===== src/rtl/gf2k_exp_seq_if.sv =====
// Request/response bundle for the GF(2^DEG) exponentiation engine.
interface gf2k_exp_seq_if #(
   parameter int DEG   = 5,
   parameter int EXP_W = 8
);
   logic [DEG:0]     POLY;
   logic             START;
   logic [DEG-1:0]   BASE;
   logic [EXP_W-1:0] EXP;
   logic             BUSY;
   logic             DONE;
   logic [DEG-1:0]   RESULT;

   modport master (output POLY, START, BASE, EXP, input BUSY, DONE, RESULT);
   modport slave  (input POLY, START, BASE, EXP, output BUSY, DONE, RESULT);
endinterface


===== src/rtl/gf2k_exp_seq.sv =====
// Sequential GF(2^DEG) exponentiation, left-to-right square-and-multiply on one shared multiplier.
// Define GF2K_EXP_SKIP_EN to skip leading exponent zeros (variable latency).

// Combinational GF(2^DEG) multiply: MSB-first shift/add with interleaved reduction.
module gf2k_exp_seq_mul #(
   parameter int DEG = 5
) (
   input  logic [DEG-1:0] a,
   input  logic [DEG-1:0] b,
   input  logic [DEG:0]   poly,
   output logic [DEG-1:0] p
);
   logic [DEG:0][DEG-1:0] part;

   assign part[0] = '0;
   for (genvar i = 0; i < DEG; i++) begin : g_step
      logic red;
      assign red = part[i][DEG-1] & poly[DEG];
      assign part[i+1] = (part[i] << 1) ^ (red ? poly[DEG-1:0] : '0) ^ (b[DEG-1-i] ? a : '0);
   end
   assign p = part[DEG];
endmodule

module gf2k_exp_seq #(
   parameter int DEG   = 5,
   parameter int EXP_W = 8
) (
   input logic          CLK,
   input logic          RST,
   gf2k_exp_seq_if.slave bus
);
   localparam int IDX_W = $clog2(EXP_W) + 1;
   localparam logic [DEG-1:0]   ONE     = DEG'(1);
   localparam logic [IDX_W-1:0] IDX_ONE = IDX_W'(1);

   typedef enum logic [1:0] {IDLE, SQR, MUL, FIN} state_t;

   state_t           state;
   logic [DEG-1:0]   acc, base_r, mul_b, prod, result;
   logic [EXP_W-1:0] exp_r, exp_sh;
   logic [DEG:0]     poly_r;
   logic [IDX_W-1:0] idx;
   logic             busy, done, cur_bit;

   assign mul_b   = (state == MUL) ? base_r : acc;
   assign exp_sh  = exp_r >> idx;
   assign cur_bit = exp_sh[0];

   gf2k_exp_seq_mul #(.DEG(DEG)) u_mul (
      .a    (acc),
      .b    (mul_b),
      .poly (poly_r),
      .p    (prod)
   );

`ifdef GF2K_EXP_SKIP_EN
   logic [IDX_W-1:0] msb;
   logic             exp_nz;

   always_comb begin
      msb    = '0;
      exp_nz = |bus.EXP;
      for (int i = 0; i < EXP_W; i++)
         if (bus.EXP[i]) msb = IDX_W'(i);
   end
`endif

   always_ff @(posedge CLK) begin
      if (RST) begin
         state  <= IDLE;
         acc    <= '0;
         base_r <= '0;
         exp_r  <= '0;
         poly_r <= '0;
         idx    <= '0;
         busy   <= 1'b0;
         done   <= 1'b0;
         result <= '0;
      end else begin
         case (state)
            IDLE: if (bus.START) begin
               poly_r <= bus.POLY;
               base_r <= bus.BASE;
               exp_r  <= bus.EXP;
`ifdef GF2K_EXP_SKIP_EN
               // The top set bit is consumed as acc=BASE, so no first square is needed.
               if (!exp_nz) begin
                  acc    <= ONE;
                  idx    <= '0;
                  state  <= FIN;
                  done   <= 1'b1;
                  result <= ONE;
               end else if (msb == '0) begin
                  acc    <= bus.BASE;
                  idx    <= '0;
                  state  <= FIN;
                  done   <= 1'b1;
                  result <= bus.BASE;
               end else begin
                  acc   <= bus.BASE;
                  idx   <= msb - IDX_ONE;
                  state <= SQR;
                  busy  <= 1'b1;
               end
`else
               acc   <= ONE;
               idx   <= IDX_W'(EXP_W - 1);
               state <= SQR;
               busy  <= 1'b1;
`endif
            end
            SQR: begin
               acc <= prod;
               if (cur_bit) begin
                  state <= MUL;
               end else if (idx == '0) begin
                  state  <= FIN;
                  busy   <= 1'b0;
                  done   <= 1'b1;
                  result <= prod;
               end else begin
                  idx <= idx - IDX_ONE;
               end
            end
            MUL: begin
               acc <= prod;
               if (idx == '0) begin
                  state  <= FIN;
                  busy   <= 1'b0;
                  done   <= 1'b1;
                  result <= prod;
               end else begin
                  idx   <= idx - IDX_ONE;
                  state <= SQR;
               end
            end
            default: begin
               done  <= 1'b0;
               state <= IDLE;
            end
         endcase
      end
   end

   assign bus.BUSY   = busy;
   assign bus.DONE   = done;
   assign bus.RESULT = result;
endmodule

===== src/flat_wrapper.sv =====
// flat-port wrapper written by rule: the top's interface ports become plain ports
module gf2k_exp_seq_flat 
#(
   parameter int DEG   = 5,
   parameter int EXP_W = 8
)
  (CLK, RST, bus_POLY, bus_START, bus_BASE, bus_EXP, bus_BUSY, bus_DONE, bus_RESULT);
  gf2k_exp_seq_if #(.DEG(DEG), .EXP_W(EXP_W)) bus_i ();
  input logic CLK;
  input logic RST;
  input wire logic [$bits(bus_i.POLY)-1:0] bus_POLY;
  input wire logic [$bits(bus_i.START)-1:0] bus_START;
  input wire logic [$bits(bus_i.BASE)-1:0] bus_BASE;
  input wire logic [$bits(bus_i.EXP)-1:0] bus_EXP;
  output wire logic [$bits(bus_i.BUSY)-1:0] bus_BUSY;
  output wire logic [$bits(bus_i.DONE)-1:0] bus_DONE;
  output wire logic [$bits(bus_i.RESULT)-1:0] bus_RESULT;
  assign bus_i.POLY = bus_POLY;
  assign bus_i.START = bus_START;
  assign bus_i.BASE = bus_BASE;
  assign bus_i.EXP = bus_EXP;
  assign bus_BUSY = bus_i.BUSY;
  assign bus_DONE = bus_i.DONE;
  assign bus_RESULT = bus_i.RESULT;
  gf2k_exp_seq #(.DEG(DEG), .EXP_W(EXP_W)) u_core (.CLK(CLK), .RST(RST), .bus(bus_i));
endmodule

===== config.mk =====
export PLATFORM = sky130hd
export DESIGN_NAME = gf2k_exp_seq_flat
export DESIGN_NICKNAME = d
export VERILOG_FILES = /design/src/rtl/gf2k_exp_seq_if.sv /design/src/rtl/gf2k_exp_seq.sv /design/src/flat_wrapper.sv
export SDC_FILE = /design/constraint.sdc
export NUM_CORES = 1
export LEC_CHECK = 0
export ABC_AREA = 1
export CELL_PAD_IN_SITES_DETAIL_PLACEMENT = 2
export CELL_PAD_IN_SITES_GLOBAL_PLACEMENT = 2
export CORE_AREA = 2 2 127 80
export CTS_BUF_LIST = sky130_fd_sc_hd__clkbuf_8 sky130_fd_sc_hd__clkbuf_16
export DETAILED_ROUTE_END_ITERATION = 6
export DIE_AREA = 0 0 129 82
export HOLD_SLACK_MARGIN = 0.02
export PLACE_DENSITY = 0.7
export SYNTH_ARGS = -nofsm -noshare
export SYNTH_HDL_FRONTEND = slang
export SYNTH_SLANG_ARGS = --single-unit
export TNS_END_PERCENT = 10

===== constraint.sdc =====
create_clock -name CLK -period 2.45 [get_ports CLK]
set_clock_uncertainty 0.15 [all_clocks]
set_input_delay 0.735 -clock CLK [delete_from_list [all_inputs] [get_ports CLK]]
set_output_delay 0.735 -clock CLK [all_outputs]
set_load 0.01 [all_outputs]

==> flow_metrics.py, run 1 <==
metrics = {
    "status": {
        "status": "finished, violations left",
        "violations": "negative setup slack",
    },
    "timing": {
        "rsz0062_at_grt": "yes",
        "finalCritPeriodShare_pct": 107,
        "max_freq_mhz": 381,
        "min_period_ps": 2620,
        "tightest_slew_ps": 436,
        "worst_slack_ps": -173,
        "slew-limit-headroom_pct": 70.8,
        "finalHoldViolCount": 0,
        "setup_violations": 10,
        "slew_violations": 0,
    },
    "synthesis": {
        "ys_ff_latch": 37,
        "yosysSeqAreaShare_pct": 29.9,
        "synth_area_per_cell_um2": 6.35,
        "synth_cell_type_count": 39,
        "synth_edf_count": 0,
        "yosys.area.top_type": "dfxtp_1",
        "yosysMostFrequentCell": "nand2_1",
        "yosysTopAreaCellShare_pct": 29.9,
        "synth_area_leaders": "dfxtp_1 30%, nand2_1 11%, nor2_1 8.8%, inv_1 7.6%, o21ai_0 6.5%",
        "postSynthCellCount": 391,
        "syn-num-nets": 419,
        "async_reset_ff_share_pct": 0,
        "syn_area_mm2": 0.00248,
        "yosysWarnings": 0,
        "yosys_most_used_dff": "dfxtp_1",
        "yosys-top-cells-count": "74 x nand2_1, 58 x nor2_1, 50 x inv_1",
    },
    "run": {
        "max_cap_violations": 0,
    },
    "route": {
        "avgRoutedWirePerCell_um": 16.7,
        "firstDrtPassIters": 4,
        "routedLengthMet1_um": 5250,
        "via_per_inst": 4.70,
        "ant_nets": 0,
        "drtIter0Drc": 110,
        "drt_drc_violations_left": 0,
        "route.met2.wl_um": 4250,
        "routed_wl_um": 9870,
        "route.met3.wl_um": 285,
        "route.vias.total": 2773,
        "routed.top_layer": "met4",
    },
    "setup_path": {
        "end_kind": "flip-flop",
        "cp.required_ps": 2530,
        "critical_path_peak_fanout": 7,
        "rr_worst_depth": 20,
        "arrival_ps": 2700,
        "start_kind": "flip-flop",
        "crit_type": "flip-flop to flip-flop",
    },
    "clocking": {
        "cts-root-buf": "clkbuf_16",
        "cts_hold_buf": 0,
        "clock-sinks": 37,
        "cts_tree": "built",
        "clk_latency_ps": 290,
        "cts_max_level": 2,
        "ctsLongestPathBuffers": 2,
        "numCtsBuffers": 5,
        "path_clk_slew_ps": 60,
    },
    "floorplanning": {
        "ios": 29,
        "initial_core_util_pct": 26.1,
        "die_h_um": 82,
        "die_area_mm2": 0.0106,
        "rows": 28,
        "core_area_mm2": 0.00949,
        "fp.dieW_um": 129,
    },
    "pwr": {
        "peakVddDrop_v": 0.000294,
        "power_w": 0.00344,
        "pwr_density_cell_mw_per_mm2": 1000,
        "leakagePower_nw": 1.45,
    },
    "final_layout": {
        "diodes": 0,
        "design_area_mm2": 0.00342,
        "fillers": 1151,
        "nets": 482,
        "layout-drive-gt1-share_pct": 20.4,
        "areaGrowthSynthToFinish_pct": 37.9,
    },
    "grt": {
        "grt_max_degree": 27,
        "grt_pass1_vias": 2994,
        "grt_use_total_pct": 20.0,
        "grt_pass1_wl_um": 15800,
        "grt_remaining_overflow": 0,
        "antenna_found_initial": 0,
    },
    "worst_hold_path": {
        "whs_path_depth": 2,
        "hold_path.class": "flip-flop to flip-flop",
    },
    "placement": {
        "gp_congestion": 0.835,
        "placed_area_mm2": 0.00315,
        "io_buffers": 28,
        "post-dp-hpwl_um": 7640,
    },
}
==> power breakdown <==
part           leakage, nW  total [W]  switching (W)  internal (W)
combinational         1.07    0.00187        0.00113      0.000736
clock               0.0724   0.000639       0.000269      0.000370
sequential           0.306   0.000934       0.000146      0.000788
total                 1.45    0.00344        0.00154       0.00189
==> metal layers <==
layer / vias to the layer above / global-route usage (%)
li1: 1383 / -
met1: 1344 / 27.3
met2: 40 / 33.5
met3: 6 / 3.32
met4: 0 / 3.91
met5: - / 0
==> area by class of cell <==
| cell class | instances | area, um^2 | share of cell area (%) |
|---|---|---|---|
| inverters | 57 | 214 | 6.25 |
| repair buffers | 65 | 574 | 16.8 |
| well taps | 135 | 169 | 4.94 |
| clock inverters | 3 | 15.0 | 0.439 |
| multi-input cells | 288 | 1580 | 46.2 |
| flip-flops and latches | 37 | 744 | 21.8 |
| clock buffers | 5 | 125 | 3.66 |
==> critical path: stages (launching register included) <==
cell	delay, ps
dfxtp_2	330
inv_2	50
ha_4	180
buf_6	120
nand2_4	80
nand2_4	70
nor2_4	100
inv_2	60
nand2_4	70
nand4_1	100
nand2_1	100
nand2_1	70
nand2_2	80
nand4_1	210
nand2_4	180
nand2_4	80
nor2_8	150
nand3_2	100
nand2_2	90
nand2_2	70
a21oi_2	130
==> flip-flops by register name (all words and copies together), names as in the netlist <==
name	cells
u_core.state	2
u_core.bus.RESULT	5
u_core.bus.DONE	1
u_core.base_r	5
u_core.exp_r	8
u_core.poly_r	6
u_core.bus.BUSY	1
u_core.idx	4
u_core.acc	5
==> what timing repair did <==
item | CTS | global route
resized for setup | 20 | 8
buffers inserted | 4 | 0
pin swaps | 14 | 6
endpoints found under the setup margin | 10 | 10
endpoints found under the hold margin | 0 | 0
==> stage by stage <==
stage | hold slack, ps | TNS (ps) | util, % | worst slack (ps) | std cells
detailed placement | 321 | -2150 | 33.2 | -287 | 578
global route | 357 | -3520 | 36.0 | -387 | 590
finish | 324 | -1410 | 36.0 | -173 | 590
CTS | 331 | -1210 | 35.8 | -149 | 590
global placement | 306 | -809 | 33.2 | -168 | 578
floorplan | 279 | 0 | - | 19.9 | 391
==> worst paths after layout <==
check,slack (ps),startpoint,end
worst min-delay path,320,u_core.bus.BUSY,u_core.bus.BUSY
worst max-delay path,-170,u_core.state[0],u_core.acc[2]
worst max register to register,-170,u_core.state[0],u_core.acc[2]
worst min register to register,320,u_core.bus.BUSY,u_core.bus.BUSY
==> placed cells by master, fill, tap and decap left out, types with 2 or more instances in the layout <==
cell type / count
inv_1: 50
o21ai_2: 2
clkbuf_16: 5
xor2_1: 4
clkinv_1: 2
xnor2_1: 6
nand3b_1: 3
dfxtp_1: 34
nand2_1: 69
a21oi_2: 2
nand3_2: 8
o21ai_1: 7
o21ai_0: 30
dfxtp_2: 3
nand3_1: 26
clkdlybuf4s50_1: 28
a21oi_1: 20
nand4_1: 9
nand2_4: 5
nand2_2: 10
buf_4: 35
nor2_4: 2
inv_2: 7
ha_1: 5
nor3_1: 5
o22ai_1: 2
nor2_2: 4
nor2_1: 56
==> logic make-up after synthesis <==
| kind of cell | count (synthesis) | share of synthesized area (%) |
|---|---|---|
| compound gates | 69 | 15.0 |
| xor+xnor | 11 | 3.88 |
| fa+ha+maj | 6 | 3.03 |
| buf+inv | 66 | 10.3 |
| flops | 37 | 29.9 |
| simple gates | 202 | 37.9 |
No activity file was read; power rests on OpenSTA's default activity.
==> run 2, diff against run 1 <==
CORE_AREA = 2 2 71 141   (was 2 2 127 80)
DIE_AREA = 0 0 73 143   (was 0 0 129 82)
==> run 2 against run 1 <==
  * Design area increased by 1.3%
  * First-iteration DRC count decreased by 39%
  * Clock power rose by 4.9%
  * Die area down 1.3%
  * Highest routed layer unchanged
  * Largest cell class unchanged
  * Routed wire length fell by 3.7%
  * Sequential share of layout area is 0.27 points lower
  * Count of clock-buffer cells in the layout up 1
  * Critical endpoint is now u_core.acc[4]
  * Largest power group unchanged
  * The flow still finishes with violations (negative setup slack)
  * Register-to-register slack gained 30 ps
  * Critical path depth did not move
  * Setup slack improved by 30 ps
==> flow_metrics.py, run 2 (synthesis results as in run 1) <==
metrics = {
    "status": {
        "status": "finished, violations left",
        "violations": "negative setup slack",
    },
    "setup_path": {
        "critical_path_peak_fanout": 8,
        "rr_startpoint": "u_core.state[0]",
        "cp.required_ps": 2510,
        "crit_start": "u_core.state[0]",
        "crit_type": "flip-flop to flip-flop",
        "arrival_ps": 2660,
        "start_kind": "flip-flop",
        "end_kind": "flip-flop",
    },
    "timing": {
        "finalHoldViolCount": 0,
        "min_period_ps": 2590,
        "fin_hold_ws_ps": 302,
        "max_freq_mhz": 386,
        "setup_violations": 10,
        "finalCritPeriodShare_pct": 106,
        "worst_slack_ps": -143,
        "slew_violations": 0,
        "rsz0062_at_grt": "yes",
        "slew-limit-headroom_pct": 71.9,
        "tightest_slew_ps": 421,
        "finalSetupTns_ps": -835,
    },
    "final_layout": {
        "layout-drive-gt1-share_pct": 23.7,
        "final_cell_mix": "62 x nand2_1, 53 x nor2_1, 48 x inv_1, 36 x buf_4, 34 x dfxtp_1",
        "areaGrowthSynthToFinish_pct": 39.7,
        "reg_top3": "u_core.exp_r (8), u_core.poly_r (6)",
        "final_common_cell": "nand2_1",
        "fin_util_pct": 37.2,
        "largest_reg_flops": 8,
        "diodes": 0,
        "final_cell_count_no_fill": 560,
        "regMostFlops": "u_core.exp_r",
        "nets": 483,
    },
    "pwr": {
        "leakagePower_nw": 1.45,
        "pwr_density_cell_mw_per_mm2": 1010,
        "power_w": 0.00351,
        "peakVddDrop_v": 0.000657,
    },
    "grt": {
        "grt_use_total_pct": 19.5,
        "antenna_found_initial": 0,
        "grt_remaining_overflow": 0,
        "grt_pass1_wl_um": 15300,
        "grt_pass1_vias": 3141,
        "grt_max_degree": 20,
    },
    "clocking": {
        "numCtsBuffers": 5,
        "cts_max_level": 2,
        "cts_tree": "built",
        "cts_hold_buf": 0,
        "clk_latency_ps": 290,
        "ctsLongestPathBuffers": 2,
        "clock-sinks": 37,
        "cts-root-buf": "clkbuf_16",
        "path_clk_slew_ps": 60,
    },
    "floorplanning": {
        "fp.dieW_um": 73,
        "initial_core_util_pct": 26.6,
        "die_h_um": 143,
        "rows": 50,
        "ios": 29,
        "die_area_mm2": 0.0104,
        "core_area_mm2": 0.00932,
    },
    "worst_hold_path": {
        "hp-start": "u_core.base_r[2]",
        "hold_path.class": "flip-flop to flip-flop",
    },
    "placement": {
        "dp_cells": 549,
        "post-dp-hpwl_um": 7840,
        "gp_congestion": 0.783,
        "io_buffers": 28,
    },
    "route": {
        "via_per_inst": 4.93,
        "routed_wl_um": 9510,
        "avgRoutedWirePerCell_um": 17.0,
        "route.vias.total": 2758,
        "drtIter0Drc": 67,
        "firstDrtPassIters": 3,
        "ant_nets": 0,
        "drt_drc_violations_left": 0,
    },
    "run": {
        "max_cap_violations": 0,
    },
}
==> run 2: cell count changes in the layout (fill, tap and decap cells not counted), sizes merged <==
cell | previous run | this run
clkbuf | 5 | 6
clkinvlp | 1 | 0
buf | 37 | 38
clkinv | 2 | 4
inv | 57 | 55
==> run 2: per-layer routing <==
layer	GRT usage, %	share of wire [%]
met3	1.98	1.1
met1	16.9	32
met4	5.95	2.1
met5	0	0
met2	42.4	65
==> run 2: repair_timing <==
item | CTS | global route
gates cloned | 0 | 0
buffers inserted | 0 | 3
setup endpoints to repair | 10 | 15
resized for setup | 22 | 25
pin swaps | 17 | 22
==> run 2: critical path: stages (launching register included) <==
cell and delay (ps):
dfxtp_2 330, inv_2 50, ha_4 190, buf_6 140, nand2_8 80, nand2_8 60
nor2_4 110, inv_2 70, nand2_4 70, nand4_1 90, nand2_2 100, nand2_2 60
nand2_2 70, nand4_1 160, nand2_2 170, nand2_4 80, nor2_8 140, nand3_2 80
nand2_2 100, nand2_2 80, a21oi_2 140
==> run 2: where the power goes <==
group          total, W  internal (W)  switching [W]
registers      0.000919      0.000788       0.000132
logic           0.00192      0.000775        0.00115
clock network  0.000670      0.000405       0.000265
==> run 2: cell type report <==
type | count | area (um^2)
repair buffers | 66 | 573
fillers | 1117 | 5860
clock buffers | 6 | 139
clock inverters | 2 | 13.8
well taps | 104 | 130
inverters | 57 | 216
flip-flops and latches | 37 | 744
multi-input cells | 288 | 1650
==> run 2: metrics by stage <==
stage / worst slack, ps / instance area [um^2]
final: -143 / 3470
after global routing: -371 / 3470
after detailed placement: -248 / 3120
after global placement: -149 / 3120
after CTS: -154 / 3350
after floorplan: 19.9 / 2480
==> run 2: final timing paths <==
path | end | slack (ps) | depth (start not counted)
worst min register to register | u_core.base_r[2] | 300 | 2
worst max register to register | u_core.acc[4] | -140 | 20
worst min-delay path | u_core.base_r[2] | 300 | 2
worst max-delay path | u_core.acc[4] | -140 | 20
==> run 3, diff against run 2 <==
CTS_CLUSTER_DIAMETER = 150   (was default)
==> results of run 3 <==
No change in the layout: final DEF, timing and power equal those of run 2.
